--- src/rtl/lcd_pkg.sv ---
// Shared constants and FSM state type for the LCD BCD digit writer.
// HD44780 command/ASCII codes used when building the numeric field.
package lcd_pkg;

  localparam logic [7:0] LCD_CMD_SET_DDRAM = 8'h80;
  localparam logic [7:0] LCD_LINE2_BASE    = 8'h40;
  localparam logic [7:0] ASCII_ZERO        = 8'h30;
  localparam logic [7:0] ASCII_SPACE       = 8'h20;
  localparam logic [7:0] ASCII_QMARK       = 8'h3F;

  // Writer sequence: idle, address command, four characters, done pulse.
  typedef enum logic [1:0] {
    IDLE = 2'd0,
    ADDR = 2'd1,
    CHAR = 2'd2,
    DONE = 2'd3
  } wr_state_t;

endpackage

--- src/rtl/lcd_bcd_to_ascii.sv ---
// Combinational BCD digit to HD44780 character code.
// Digits 0..9 become '0'..'9', invalid codes 10..15 become '?',
// and a raised blank flag forces a space regardless of the digit.
module lcd_bcd_to_ascii
  import lcd_pkg::*;
(
  input  logic [3:0] digit,
  input  logic       blank,
  output logic [7:0] ascii
);

  // Select space, digit character or question mark.
  always_comb begin
    ascii = ASCII_QMARK;
    if (blank) begin
      ascii = ASCII_SPACE;
    end else if (digit <= 4'd9) begin
      ascii = ASCII_ZERO + {4'b0000, digit};
    end
  end

endmodule

--- src/rtl/lcd_bcd_digit_writer.sv ---
// Writes a captured 4-digit BCD value to a fixed HD44780 position:
// one set-DDRAM-address command followed by four character bytes,
// offered over a valid/ready handshake.
// Optional build macro LCD_BLANK_LEADING_ZERO_EN turns leading zeros
// (thou, hund, tens) into spaces; ones is always printed.
module lcd_bcd_digit_writer
  import lcd_pkg::*;
#(
  parameter int ROW = 0,
  parameter int COL = 0
) (
  input  logic       clk,
  input  logic       reset,
  input  logic       start,
  input  logic [3:0] thou,
  input  logic [3:0] hund,
  input  logic [3:0] tens,
  input  logic [3:0] ones,
  output logic       out_valid,
  output logic       out_rs,
  output logic [7:0] out_data,
  input  logic       out_ready,
  output logic       busy,
  output logic       done
);

  // Address command for the first character cell of the field.
  localparam logic [7:0] ADDR_CMD =
    LCD_CMD_SET_DDRAM | (((ROW != 0) ? LCD_LINE2_BASE : 8'h00) + 8'(COL));

  wr_state_t  state_reg, state_next;
  logic [1:0] idx_reg, idx_next;
  // digit_reg[3] = thou ... digit_reg[0] = ones, matching the index countdown.
  logic [3:0] digit_reg [4];
  logic [3:0] blank_vec;
  logic [7:0] char_ascii;

`ifdef LCD_BLANK_LEADING_ZERO_EN
  logic [3:0] zero_vec;

  // A digit is blanked when it and every higher digit are zero.
  generate
    for (genvar gi = 0; gi < 4; gi++) begin : g_zero
      assign zero_vec[gi] = (digit_reg[gi] == 4'd0);
    end
    for (genvar gi = 1; gi < 4; gi++) begin : g_blank
      assign blank_vec[gi] = &zero_vec[3:gi];
    end
  endgenerate
  assign blank_vec[0] = 1'b0;
`else
  assign blank_vec = 4'b0000;
`endif

  lcd_bcd_to_ascii u_to_ascii (
    .digit (digit_reg[idx_reg]),
    .blank (blank_vec[idx_reg]),
    .ascii (char_ascii)
  );

  // State, index and digit capture registers.
  always_ff @(posedge clk) begin
    if (reset) begin
      state_reg <= IDLE;
      idx_reg   <= 2'd0;
      for (int i = 0; i < 4; i++) begin
        digit_reg[i] <= 4'd0;
      end
    end else begin
      state_reg <= state_next;
      idx_reg   <= idx_next;
      if (state_reg == IDLE && start) begin
        digit_reg[3] <= thou;
        digit_reg[2] <= hund;
        digit_reg[1] <= tens;
        digit_reg[0] <= ones;
      end
    end
  end

  // Next-state logic and Moore-style handshake outputs.
  always_comb begin
    state_next = state_reg;
    idx_next   = idx_reg;
    out_valid  = 1'b0;
    out_rs     = 1'b0;
    out_data   = 8'h00;
    busy       = 1'b0;
    done       = 1'b0;
    case (state_reg)
      IDLE: begin
        if (start) begin
          state_next = ADDR;
        end
      end
      ADDR: begin
        busy      = 1'b1;
        out_valid = 1'b1;
        out_data  = ADDR_CMD;
        if (out_ready) begin
          state_next = CHAR;
          idx_next   = 2'd3;
        end
      end
      CHAR: begin
        busy      = 1'b1;
        out_valid = 1'b1;
        out_rs    = 1'b1;
        out_data  = char_ascii;
        if (out_ready) begin
          if (idx_reg == 2'd0) begin
            state_next = DONE;
          end else begin
            idx_next = idx_reg - 2'd1;
          end
        end
      end
      DONE: begin
        done       = 1'b1;
        state_next = IDLE;
      end
      default: begin
        state_next = IDLE;
      end
    endcase
  end

endmodule

--- config.mk ---
export PLATFORM = sky130hd
export DESIGN_NAME = lcd_bcd_digit_writer
export DESIGN_NICKNAME = d
export VERILOG_FILES = /design/src/rtl/lcd_pkg.sv /design/src/rtl/lcd_bcd_to_ascii.sv /design/src/rtl/lcd_bcd_digit_writer.sv
export SDC_FILE = /design/constraint.sdc
export NUM_CORES = 1
export LEC_CHECK = 0
export BUFFER_PORTS_ARGS = -buffer_cell sky130_fd_sc_hd__buf_4
export CAP_MARGIN = 5
export CORE_ASPECT_RATIO = 1.1
export CORE_MARGIN = 2
export CORE_UTILIZATION = 50
export DETAILED_ROUTE_END_ITERATION = 8
export GPL_TIMING_DRIVEN = 0
export HOLD_SLACK_MARGIN = 0.15
export PLACE_DENSITY = 0.88
export SLEW_MARGIN = 20
export SYNTH_ARGS = -nofsm -noshare
export SYNTH_HDL_FRONTEND = slang
export SYNTH_SLANG_ARGS = --single-unit
--- constraint.sdc ---
create_clock -name clk -period 1.98 [get_ports clk]
set_input_delay 0.396 -clock clk [delete_from_list [all_inputs] [get_ports clk]]
set_output_delay 0.396 -clock clk [all_outputs]
set_load 0.1 [all_outputs]
==> summary.txt <==
Status -> complete, but fails checks
Violations in the final reports -> setup timing
R2r endpoint -> digit_reg[0][3]$_SDFFCE_PN0P_
Metal2 WL -> 1140 um
Arrival time of the worst setup path -> 1.70 ns
Area Overhead vs Synth -> 38.42%
Sequential cell area fraction in the yosys report -> 0.5505
Longest Clk Path Bufs -> 2
Synth Area in Compound Gates -> 0.06881
Largest register FFs -> 16
Crit path launch type -> register
Vias per cell -> 5.054
Yosys cell types -> 24
Layout Nets -> 149
DP Cell Count -> 145
Tcrit/Tclk final -> 1.056
Die ar. -> 2572 um^2
Placer Congestion -> 0.7317
Worst R2R Start -> state_reg[1]$_SDFFE_PP0P_
Worst EP required -> 1.58 ns
Crit-path max FO -> 4
Post-Synth XOR/XNOR Area -> 0
Met1 Wirelength -> 790 um
Total GRT Usage -> 0.1959
Synth area leader -> edfxtp_1
Post-synth EDFFs -> 16
Worst-Margin Slew -> 0.7415 ns
Fin. max-slew vios -> 0
Most frequent cells in the layout -> buf_4 (29), and2_1 (16), edfxtp_1 (16), inv_1 (5)
# port buffers -> 30
CP Capture Type -> primary output
Slowest cell delay on critical path -> 0.57 ns
R2R Setup Slk -> 0.34 ns
Fin crit period -> 2.091 ns
Worst Path Class, Setup -> reg -> out
Fillers -> 142
Synth Register Bits -> 22
Root buf cell -> clkbuf_4
Post-DP HPWL -> 1590 um
Area of the mapped netlist -> 1091 um^2
Setup slack after layout -> -0.1111 ns
Clk sink count -> 22
Largest family of logic cells by synthesized area -> simple AND/OR/NAND/NOR gates
First-pass GRT wire length -> 3643 um
Synthesis Warnings -> 0
Simple logic cell fraction of the synthesized area -> 0.1560
Met3 wire length -> 111 um
Hold slack final -> 0.2982 ns
Diodes inserted -> 0
Num CTS Buffers -> 3
Final setup violation count -> 4
Initial antenna violation count -> 0
Syn Area/Cell -> 12.54 um^2
Setup Buffers After CTS -> 0
Slowest stage cell on the critical path -> mux4_2
CTS H-tree lvls -> 1
DRT antenna net count -> 0
Vias in the first global route -> 821
Worst-path cell chain -> mux4_2 -> a21oi_2 -> nor2_4 -> buf_12
IO Pins -> 32
Hold path depth -> 2
Hold Violations, Final -> 0
Share of cells above drive strength 1 -> 0.4463
Fmax achieved -> 0.4782 GHz
Largest net degree at the start of global routing -> 17
Slew margin rel. -> 0.5057
FP Rows -> 17
Synth area leaders -> edfxtp_1 (44%), dfxtp_1 (11%), and2_1 (9.2%), ha_1 (8.0%), mux4_2 (6.2%)
Routed wire length -> 2090 um
R2R depth -> 6
Die H -> 52.99 um
Cts hold-fix bufs -> 0
Clock slew at reported path FFs -> 0.10 ns
Most common cell after layout, fill and taps aside -> buf_4
DR pass1 iterations -> 2
Worst Hold Class -> in -> reg
1st-iter DRT viols -> 1
Unrepaired setup endpoints after global routing -> yes
Post-route insts no fill -> 149
Critical hold path startpoint -> reset
Clock skew -> 0.01252 ns
Asr flop ratio synth -> 0
Synth Instances -> 87
Worst skew pair latency -> 0.30 ns
Most used DFF post-synth -> edfxtp_1
Post-Synth Adder-Cell Area -> 0.08028
WL/cell -> 14.03 um
Initial core utilization -> 0.5343
Gr ovfl total -> 0
Hold EP -> state_reg[1]$_SDFFE_PP0P_
Synth top area share -> 0.4404
Syn Nets -> 114
Max-Cap Viols -> 0
Area of the core -> 2042 um^2
Drc violations -> 0
Highest Signal Layer -> met4
DIE WIDTH -> 48.54 um
Mux contribution to synthesized area -> 0.09633
Clock tree from TritonCTS -> yes
Total number of vias -> 753
cell families (layout without fill, tap and decap cells):
family / count (synthesis) / after routing
DFF: 22 / 22
buffers and inverters: 10 / 44
muxes: 5 / 5
adders and majority gates: 7 / 7
and+or+nand+nor: 30 / 30
other: 1 / 1
AOI/OAI and AO/OA: 12 / 12
layout make-up:
| type | instances | area, um^2 | share of cell area |
|---|---|---|---|
| Timing Repair Buffer | 30 | 275.3 | 0.1823 |
| Multi-Input combinational cell | 55 | 519.2 | 0.3438 |
| Clock inverter | 1 | 3.754 | 0.002485 |
| Inverter | 6 | 22.52 | 0.01491 |
| Tap cell | 28 | 35.03 | 0.02320 |
| Clock buffer | 3 | 22.52 | 0.01491 |
| Sequential cell | 22 | 605.6 | 0.4010 |
| Buffer | 4 | 26.28 | 0.01740 |
metal layers:
metal  up-vias  track usage
li1        371            -
met1       347       0.2004
met2        31       0.3843
met3         4      0.03955
met4         0       0.1000
met5         -            0
Yosys cell counts (2+ instances only):
master and instances:
inv_1 6, o21ai_0 2, nor2b_1 2, mux4_2 3, and2_1 16, edfxtp_1 16
buf_4 3, a21oi_1 5, nand2_1 2, dfxtp_1 6, a221oi_1 2, ha_1 7
nor2_1 6
metrics by stage:
stage	instance area, um^2	utilization	setup WS [ns]	setup TNS [ns]
floorplan	1155	-	-0.03871	-0.03871
global placement	1415	0.6930	0.009078	0
detailed placement	1415	0.6930	0.01694	0
CTS	1510	0.7396	-0.1206	-0.4051
global route	1510	0.7396	-0.1974	-0.6753
finish	1510	0.7396	-0.1111	-0.3642
worst max-delay path: cells and delay by family (launching register included):
| family | cells | cell delay [ns] |
|---|---|---|
| mux | 1 | 0.57 |
| compound gates | 1 | 0.22 |
| flops | 1 | 0.39 |
| buf+inv | 1 | 0.16 |
| simple gates | 1 | 0.05 |
repair_timing:
item | 4_1_cts | 5_1_grt
hold endpoints to repair | 0 | 0
pin swaps | 6 | 2
endpoints found under the setup margin | 4 | 4
resized for setup | 18 | 0
worst max-delay path by stage:
stage                              start          end  slack, ns  depth (start not counted)
6_report                        register  out_data[2]      -0.11                          4
5_1_grt                         register  out_data[2]      -0.20                          4
4_1_cts                         register  out_data[0]      -0.12                          4
3_5_place_dp                    register  out_data[1]       0.02                          4
3_3_place_gp                    register  out_data[1]      0.009                          4
2_1_floorplan  state_reg[0]$_SDFFE_PP0P_  out_data[0]      -0.04                          4
Power is left out: the tool's default activity adds up to more than one toggle a clock period on the data nets, which glitch-free logic cannot reach.
